**src/rtl/est_pkg.sv**
```systemverilog
// Shared state encoding, accumulator sizing and Q-format constants for the
// source-estimation engine.
package est_pkg;

   typedef enum logic [1:0] {
      ST_IDLE  = 2'd0,
      ST_MAC   = 2'd1,
      ST_STORE = 2'd2,
      ST_DONE  = 2'd3
   } est_state_e;

   localparam int EST_DATA_WIDTH = 16;
   localparam int EST_FRAC_BITS  = 12;
   localparam int EST_INT_BITS   = EST_DATA_WIDTH - EST_FRAC_BITS;

   // Full-precision sum of dim products of two dw-bit signed values.
   function automatic int acc_width(input int dw, input int dim);
      return 2 * dw + $clog2(dim);
   endfunction

endpackage

```
**src/rtl/est_mac.sv**
```systemverilog
// Multiply-accumulate lane with half-up rounding of the accumulator.
// Build option: EST_ENGINE_SATURATE_EN clamps the rounded result instead of wrapping.
module est_mac
   import est_pkg::*;
#(
   parameter int DATA_WIDTH = EST_DATA_WIDTH,
   parameter int FRAC_BITS  = EST_FRAC_BITS,
   parameter int ACC_WIDTH  = acc_width(EST_DATA_WIDTH, 3)
)(
   input  logic                         clk,
   input  logic                         rst,
   input  logic                         clear,
   input  logic                         en,
   input  logic signed [DATA_WIDTH-1:0] a,
   input  logic signed [DATA_WIDTH-1:0] b,
   output logic signed [ACC_WIDTH-1:0]  acc,
   output logic        [DATA_WIDTH-1:0] res
);

   localparam logic signed [ACC_WIDTH:0] RND_HALF =
      {{ACC_WIDTH{1'b0}}, 1'b1} << (FRAC_BITS - 1);
   localparam logic signed [ACC_WIDTH:0] SAT_MAX =
      {{(ACC_WIDTH - DATA_WIDTH + 2){1'b0}}, {(DATA_WIDTH - 1){1'b1}}};
   localparam logic signed [ACC_WIDTH:0] SAT_MIN = ~SAT_MAX;

   logic signed [ACC_WIDTH-1:0]    acc_q, acc_d;
   logic signed [2*DATA_WIDTH-1:0] prod;
   logic signed [ACC_WIDTH:0]      rnd_sum, rnd_val;

   always_comb begin
      prod  = a * b;
      acc_d = acc_q;
      if (clear)
         acc_d = '0;
      else if (en)
         acc_d = acc_q + {{(ACC_WIDTH - 2*DATA_WIDTH){prod[2*DATA_WIDTH-1]}}, prod};
   end

   always_ff @(posedge clk or posedge rst) begin
      if (rst) acc_q <= '0;
      else     acc_q <= acc_d;
   end

   // One guard bit keeps the rounding add from overflowing at full-scale sums.
   always_comb begin
      rnd_sum = {acc_q[ACC_WIDTH-1], acc_q} + RND_HALF;
      rnd_val = rnd_sum >>> FRAC_BITS;
`ifdef EST_ENGINE_SATURATE_EN
      if (rnd_val > SAT_MAX)
         res = SAT_MAX[DATA_WIDTH-1:0];
      else if (rnd_val < SAT_MIN)
         res = SAT_MIN[DATA_WIDTH-1:0];
      else
         res = rnd_val[DATA_WIDTH-1:0];
`else
      res = rnd_val[DATA_WIDTH-1:0];
`endif
   end

   assign acc = acc_q;

endmodule

```
**src/rtl/est_engine.sv**
```systemverilog
// Source estimator: S = W^T * Z in fixed point, one MAC per cycle, one output element per DIM+1 cycles.
// Build option: EST_ENGINE_SATURATE_EN selects clamping of each output element.
module est_engine
   import est_pkg::*;
#(
   parameter int DATA_WIDTH = 16,
   parameter int FRAC_BITS  = 12,
   parameter int DIM        = 3,
   parameter int SAMPLES    = 4
)(
   input  logic                                  clk,
   input  logic                                  rst,
   input  logic                                  start,
   input  logic                                  abort,
   input  logic [DATA_WIDTH*DIM*SAMPLES-1:0]     z_in,
   input  logic [DATA_WIDTH*DIM*DIM-1:0]         w_mat,
   output logic                                  busy,
   output logic                                  done,
   output logic [DATA_WIDTH*DIM*SAMPLES-1:0]     s_est
);

   localparam int ACC_WIDTH = acc_width(DATA_WIDTH, DIM);
   localparam int NZ        = DIM * SAMPLES;
   localparam int NW        = DIM * DIM;
   localparam int IW        = $clog2(DIM);
   localparam int SW        = (SAMPLES > 1) ? $clog2(SAMPLES) : 1;
   localparam int ZIW       = $clog2(NZ);
   localparam int WIW       = $clog2(NW);

   est_state_e state_q, state_d;
   logic [IW-1:0] i_q, i_d, k_q, k_d;
   logic [SW-1:0] s_q, s_d;

   logic signed [DATA_WIDTH-1:0] z_q [NZ];
   logic signed [DATA_WIDTH-1:0] z_d [NZ];
   logic signed [DATA_WIDTH-1:0] w_q [NW];
   logic signed [DATA_WIDTH-1:0] w_d [NW];
   logic        [DATA_WIDTH-1:0] out_q [NZ];
   logic        [DATA_WIDTH-1:0] out_d [NZ];
   logic signed [DATA_WIDTH-1:0] z_unp [NZ];
   logic signed [DATA_WIDTH-1:0] w_unp [NW];

   logic                         mac_clr, mac_en, snap, st_wr;
   logic        [ZIW-1:0]        z_idx, o_idx;
   logic        [WIW-1:0]        w_idx;
   logic signed [DATA_WIDTH-1:0] mac_a, mac_b;
   logic signed [ACC_WIDTH-1:0]  mac_acc;
   logic        [DATA_WIDTH-1:0] mac_res;

   // Flat buses carry element 0 at the MSB end.
   for (genvar e = 0; e < NZ; e++) begin : g_z
      assign z_unp[e] = z_in[(NZ-1-e)*DATA_WIDTH +: DATA_WIDTH];
      assign s_est[(NZ-1-e)*DATA_WIDTH +: DATA_WIDTH] = out_q[e];
   end
   for (genvar e = 0; e < NW; e++) begin : g_w
      assign w_unp[e] = w_mat[(NW-1-e)*DATA_WIDTH +: DATA_WIDTH];
   end

   always_comb begin
      state_d = state_q;
      i_d     = i_q;
      s_d     = s_q;
      k_d     = k_q;
      mac_clr = 1'b0;
      mac_en  = 1'b0;
      snap    = 1'b0;
      st_wr   = 1'b0;
      case (state_q)
         ST_IDLE: if (start) begin
            state_d = ST_MAC;
            i_d     = '0;
            s_d     = '0;
            k_d     = '0;
            mac_clr = 1'b1;
            snap    = 1'b1;
         end
         ST_MAC: begin
            mac_en = 1'b1;
            if (i_q == IW'(DIM - 1)) begin
               i_d     = '0;
               state_d = ST_STORE;
            end else begin
               i_d = i_q + 1'b1;
            end
         end
         ST_STORE: begin
            st_wr   = 1'b1;
            mac_clr = 1'b1;
            state_d = ST_MAC;
            if (s_q == SW'(SAMPLES - 1)) begin
               s_d = '0;
               if (k_q == IW'(DIM - 1)) state_d = ST_DONE;
               else                     k_d     = k_q + 1'b1;
            end else begin
               s_d = s_q + 1'b1;
            end
         end
         default: state_d = ST_IDLE;
      endcase
      // Abort drops the frame: no further products, no further stores.
      if (abort && state_q != ST_IDLE) begin
         state_d = ST_IDLE;
         mac_en  = 1'b0;
         st_wr   = 1'b0;
         mac_clr = 1'b1;
      end
   end

   always_comb begin
      z_idx = ZIW'(int'(i_q) * SAMPLES + int'(s_q));
      w_idx = WIW'(int'(i_q) * DIM + int'(k_q));
      o_idx = ZIW'(int'(k_q) * SAMPLES + int'(s_q));
      mac_a = w_q[w_idx];
      mac_b = z_q[z_idx];
      z_d   = snap ? z_unp : z_q;
      w_d   = snap ? w_unp : w_q;
      out_d = out_q;
      if (st_wr) out_d[o_idx] = mac_res;
   end

   always_ff @(posedge clk or posedge rst) begin
      if (rst) begin
         state_q <= ST_IDLE;
         i_q     <= '0;
         s_q     <= '0;
         k_q     <= '0;
         for (int e = 0; e < NZ; e++) begin
            z_q[e]   <= '0;
            out_q[e] <= '0;
         end
         for (int e = 0; e < NW; e++) w_q[e] <= '0;
      end else begin
         state_q <= state_d;
         i_q     <= i_d;
         s_q     <= s_d;
         k_q     <= k_d;
         z_q     <= z_d;
         w_q     <= w_d;
         out_q   <= out_d;
      end
   end

   est_mac #(
      .DATA_WIDTH (DATA_WIDTH),
      .FRAC_BITS  (FRAC_BITS),
      .ACC_WIDTH  (ACC_WIDTH)
   ) u_mac (
      .clk   (clk),
      .rst   (rst),
      .clear (mac_clr),
      .en    (mac_en),
      .a     (mac_a),
      .b     (mac_b),
      .acc   (mac_acc),
      .res   (mac_res)
   );

   assign busy = (state_q != ST_IDLE);
   assign done = (state_q == ST_DONE);

endmodule

```
**config.mk**
```make
export PLATFORM = sky130hd
export DESIGN_NAME = est_engine
export DESIGN_NICKNAME = d
export VERILOG_FILES = /design/src/rtl/est_pkg.sv /design/src/rtl/est_mac.sv /design/src/rtl/est_engine.sv
export SDC_FILE = /design/constraint.sdc
export NUM_CORES = 2
export LEC_CHECK = 0
export CELL_PAD_IN_SITES_DETAIL_PLACEMENT = 1
export CELL_PAD_IN_SITES_GLOBAL_PLACEMENT = 1
export CORE_MARGIN = 2
export CORE_UTILIZATION = 39
export CTS_BUF_LIST = sky130_fd_sc_hd__clkbuf_4 sky130_fd_sc_hd__clkbuf_8
export CTS_CLUSTER_DIAMETER = 150
export DETAILED_ROUTE_END_ITERATION = 10
export PLACE_DENSITY = 0.84
export SYNTH_ARGS = -nofsm -noshare
export SYNTH_HDL_FRONTEND = slang
export SYNTH_SLANG_ARGS = --single-unit
```
**constraint.sdc**
```tcl
create_clock -name clk -period 20.1 [get_ports clk]
set_clock_uncertainty 0.15 [all_clocks]
set_input_delay 5.025 -clock clk [delete_from_list [all_inputs] [get_ports clk]]
set_output_delay 5.025 -clock clk [all_outputs]
set_load 0.01 [all_outputs]
```
# == After elaboration in Yosys (flattened, before gate mapping) ==
# Cells that the tools add are included.
# word_totals
reg_bits,570
in_bits,340
out_inout_bits,194
# op_classes
n_addsub,8
multipliers,2
magnitude_cmp,4
n_eq_ne,11
muxes,33
bitwise_logic,3
reduce_logical,11
# op_table
cell,n
bitwise mux 192 bit,1
binary-select mux 16 bit (select 4 bit),2
2-to-1 mux 16 bit,5
2-to-1 mux 34 bit,2
demux 16 bit (select 4 bit),1
adder 34 bit,1
multiplier 16 x 16 -> 32 bit,1
adder 28 x 13 -> 28 bit (second input constant),1
2-to-1 mux 2 bit,10
>= comparator 5 bit (second input constant),3
NOT 4 -> 5 bit,3
adder 4 x 2 -> 4 bit,3
one-hot mux 2 bit (2 select lines),3
equality test 2 bit (second input constant),5
nonzero test 2 bit,4
2-to-1 mux 1 bit,7
adder 2 x 1 -> 2 bit (second input constant),3
!= test 2 bit (second input constant),3
!= test 3 bit (second input constant),2
one-hot mux 2 bit (3 select lines),1
AND reduction 2 bit,3
< comparator 5 x 1 -> 1 bit (second input constant),1
multiplier 2 x 2 -> 4 bit (second input constant),1
AND reduction 4 bit,1
4 further kinds,5

# == Logic depth before layout (Yosys ltp) ==
# logic_depth
depth_word,10
ltp_mapped,41
mapped_depth_nobuf,38

# == Cells and area by module ==
# A second synthesis with hierarchy kept.
# unflattened
hier_cells,3678
hier_area_um2,36168.4
# by_module_without_submodules
mod,instances,cells_each,area_each_um2
est_engine,1,2215,23137.2
est_mac,1,1463,13031.2

# == Worst setup path before layout ==
# No wires, ideal clock.
# synth_path
path_type,register to register
startpoint,reg i_q[0]
endpoint,reg u_mac.acc_q[27] (netlist: u_mac.acc[27])
t_arrival_ps,9674
required_time_ps,19829
path_slack_ps,10155
stages_incl_launch_ff,38
n_path_buf,3
period_less_slack_ps,9945
path_cell_list,dfrtp_1 > fa_1 > ha_1 > fa_1 > buf_2 > buf_1 > mux2i_1 > o21ai_1 > nand2_1 > fa_1 > fa_1 > fa_1 > inv_1 > fa_1 > fa_1 > inv_1 > fa_1 > inv_1 > (+2 left out) > nand2_1 > nor2_1 > a21o_1 > o21ai_0 > nand3b_1 > a21oi_1 > a21oi_1 > a21o_1 > a21oi_1 > xnor2_1 > ha_1 > and3_1 > a22o_1 > a31o_2 > o41ai_1 > o21ai_0 > xnor2_1 > a22o_1
# synth_between
elab_chain_len,10
# synth_lines
element,line,source
"start, declared",est_engine.sv:31,"logic [IW-1:0] i_q, i_d, k_q, k_d;"
"start signal, assigned",est_engine.sv:134,i_q <= i_d;
multiplier 2 x 2 -> 4 bit,est_engine.sv:111,w_idx = WIW'(int'(i_q) * DIM + int'(k_q));
adder 4 x 2 -> 4 bit,est_engine.sv:111,
NOT 4 -> 5 bit (implied by the code),est_engine.sv:113,mac_a = w_q[w_idx];
binary-select mux 16 bit (select 4 bit),est_engine.sv:113,
2-to-1 mux 16 bit (implied by the code) (2 in a row),est_engine.sv:113,
multiplier 16 x 16 -> 32 bit *,est_mac.sv:31,prod = a * b;
adder 34 bit *,est_mac.sv:36,"acc_d = acc_q + {{(ACC_WIDTH - 2*DATA_WIDTH){prod[2*DATA_WIDTH-1]}}, prod};"
2-to-1 mux 34 bit *,est_mac.sv:35,else if (en)
2-to-1 mux 34 bit *,est_mac.sv:33,if (clear)
"end signal, assigned",est_mac.sv:40,if (rst) acc_q <= '0;
"end signal, assigned",est_mac.sv:41,else acc_q <= acc_d;
"end, declared",est_mac.sv:26,"logic signed [ACC_WIDTH-1:0] acc_q, acc_d;"
# Mark *: on every way between the ends. The rest lies on a longest branch, timed or not. The select of a mux whose other input is x is not followed.
# A chain may end at the register's enable or synchronous reset.

# == Worst setup path after layout ==
# layout_path
startpoint,reg i_q[1]
endpoint,reg u_mac.acc_q[27] (netlist: u_mac.acc[27])
# Same word-level chain as after synthesis.

==> results.py <==
metrics = {
    "status": {
        "outcome": "finished clean",
    },
    "flow_run": {
        "drv_cap": 0,
    },
    "die": {
        "die_area_um2": 89050,
        "core_area_um2": 85550,
        "initial_utilization": 0.3952,
        "pin_count": 534,
        "die_h_um": 298.4,
        "die_x_um": 298.4,
        "rows": 107,
    },
    "drt": {
        "ant_nets": 0,
        "drt_iter0_drc": 1619,
        "vias_per_cell": 5.137,
        "drcViolationCount": 0,
        "num_vias": 27660,
        "drt_wl_total_um": 111700,
        "dr.pass1.iters": 7,
        "wl_per_cell_um": 20.75,
    },
    "cells_and_area": {
        "drive_gt1_frac": 0.07641,
        "finalNetCount": 4838,
        "final_util": 0.4956,
        "instances_no_fill": 5383,
        "layout_common_cells": "1395 x nand2_1, 562 x dfrtp_1, 533 x clkdlybuf4s50_1",
        "area_growth_pct": 25.43,
        "layout_commonest_cell": "nand2_1",
    },
    "cts": {
        "numClockSinks": 564,
        "htree_levels": 3,
        "path_clk_slew_ns": 0.06,
        "post_cts_buffers": 0,
        "root_buffer": "clkbuf_8",
        "post_cts_resized": 0,
        "cts_hold_buf": 0,
        "cts_buffers": 96,
        "insertion_delay_ns": 0.73,
        "cts_tree": "built",
        "clock_path_buffers": 3,
    },
    "critical_path": {
        "rr_endpoint": "u_mac.acc[27]",
        "startpoint_type": "register",
        "r2r_start": "i_q[1]",
        "worst-path-max-fanout": 38,
        "crit_required_ns": 20.53,
        "crit_start": "i_q[1]",
        "cpMaxStageDelayCell": "nor4b_4",
        "crit_arrival_ns": 11.82,
        "end_kind": "register",
        "regToRegSetupSlack_ns": 8.72,
        "slowest_delay_ns": 0.72,
        "crit_top_cell": "fa_1",
        "worst-setup-path-type": "reg -> reg",
        "reg2reg_depth": 37,
    },
    "placement": {
        "hpwl_um": 84050,
        "gp_congestion": 0.8739,
        "dpl.cell_count": 5195,
        "io_buffers": 533,
    },
    "logic_synthesis": {
        "synth-edff-count": 0,
        "yosysUniqueCellTypes": 59,
        "synthFlopType": "dfrtp_1",
        "ys_seq_elements": 564,
        "ys_seq_area_frac": 0.4175,
        "synth-async-reset-ratio": 1.000,
        "syn_area_um2": 33800,
        "yosys_warnings": 0,
        "syn_inst": 3657,
        "synth_area_per_cell_um2": 9.244,
        "synth_nets": 4346,
    },
    "global_routing": {
        "first_global_vias": 30460,
        "overflow": 0,
        "grt_max_degree": 187,
        "grt_antenna_before_repair": 18,
        "grt.total_usage": 0.2504,
        "grt_pass1_wl_um": 173400,
    },
    "sta": {
        "min_period_ns": 11.38,
        "max-slew-margin-rel": 0.2523,
        "finalSetupTns_ns": 0,
        "hold_viol": 0,
        "setup_viol": 0,
        "clock.fmax_mhz": 87.85,
        "fin_crit_sh": 0.5663,
        "rsz0062_at_grt": "no",
        "tightest_slew_ns": 1.119,
        "report.final.slew_viol_count": 0,
    },
    "hold_path": {
        "hp-start": "z_q[65]",
        "holdPathStages": 2,
        "min-delay-path-class": "reg -> reg",
        "min_to": "z_q[65]",
    },
}
## routing by layer
layer / global-route usage / vias up / part of all wire
met3: 0.04951 / 260 / 0.058
met4: 0.1112 / 8 / 0.043
met1: 0.3085 / 14010 / 0.41
met2: 0.4266 / 854 / 0.49
li1: - / 12520 / -
met5: 0 / - / 0.00049
## layout make-up
cell class	instances	area, µm²
timing repair buffer	579	5718
inverter	311	1171
multi-input combinational	2597	17770
fill	9758	43150
sequential	564	14120
clock buffer	158	1937
clock inverter	18	224.0
antenna	12	30.03
tap	1144	1431
## state kept, by name, indices dropped and copies added (netlist names)
name / count
k_q: 2
state_q: 2
s_est: 192
i_q: 2
z_q: 192
s_q: 2
w_q: 144
u_mac.acc: 28
## worst max-delay path by stage
stage                               end  slack (ns)  depth (start not counted)
after global routing      u_mac.acc[27]        7.94                         36
final                     u_mac.acc[27]        8.72                         37
after detailed placement  u_mac.acc[27]        8.72                         37
after CTS                 u_mac.acc[27]        8.70                         37
after global placement    u_mac.acc[27]        9.03                         37
after floorplan                  i_q[0]        7.25                          1
## stage by stage
| step | hold slack, ns | setup slack, ns | cell area [µm²] |
|---|---|---|---|
| after detailed placement | 0.3050 | 8.718 | 40210 |
| after global placement | 0.3016 | 9.033 | 40210 |
| after CTS | 0.3202 | 8.700 | 42370 |
| after global routing | 0.3307 | 7.940 | 42400 |
| final | 0.3155 | 8.717 | 42400 |
| after floorplan | 0.2873 | 7.245 | 33810 |
## cell families after synthesis
logic type               synth area share
AO/OA/AOI/OAI                     0.06466
XOR/XNOR                          0.02136
adder cells (fa/ha/maj)            0.1807
buffers and inverters             0.05748
flip-flops                         0.4175
multiplexers                      0.06855
AND/OR/NAND/NOR                    0.1898
## synthesized netlist by cell type (3+ instances only)
| cell | n | area, µm² |
|---|---|---|
| and3_1 | 6 | 37.54 |
| a21oi_1 | 57 | 285.3 |
| mux2_2 | 18 | 202.7 |
| nand4_1 | 4 | 25.02 |
| mux4_1 | 12 | 315.3 |
| inv_1 | 310 | 1164 |
| a21o_1 | 16 | 120.1 |
| fa_1 | 232 | 4644 |
| buf_6 | 6 | 67.56 |
| a21boi_0 | 3 | 22.52 |
| nand2b_1 | 14 | 87.58 |
| o22ai_1 | 8 | 50.05 |
| or2_2 | 3 | 18.77 |
| or3_1 | 9 | 56.30 |
| ha_1 | 117 | 1464 |
| mux2i_1 | 38 | 380.4 |
| nor2_1 | 169 | 634.4 |
| o21bai_1 | 6 | 45.04 |
| clkbuf_1 | 152 | 570.6 |
| nand2_1 | 1396 | 5240 |
| o21ai_0 | 221 | 1106 |
| xnor2_1 | 48 | 420.4 |
| a211oi_1 | 4 | 30.03 |
| o21ai_1 | 15 | 75.07 |
| o22a_1 | 6 | 52.55 |
| a31oi_1 | 3 | 18.77 |
| mux4_2 | 62 | 1396 |
| buf_2 | 13 | 65.06 |
| a22o_1 | 7 | 61.31 |
| o21a_1 | 21 | 157.7 |
| nand3_1 | 14 | 70.07 |
| and2_1 | 11 | 68.82 |
| nor2b_1 | 12 | 75.07 |
| nor3_1 | 10 | 50.05 |
| dfrtp_1 | 564 | 14110 |
| xor2_1 | 30 | 262.8 |
| buf_1 | 12 | 45.04 |
## worst max-delay path, delay by kind of cell, from the launching register on
| family | cells | cell delay, ns |
|---|---|---|
| and+or+nand+nor | 8 | 1.70 |
| xor gates and xnor gates | 2 | 0.32 |
| adders and majority gates | 11 | 5.13 |
| buffers and inverters | 5 | 0.89 |
| DFF | 1 | 0.34 |
| AOI/OAI and AO/OA | 11 | 2.65 |
Power is left out: the tool's default activity adds up to more than one toggle a clock period on the data nets, which glitch-free logic cannot reach.
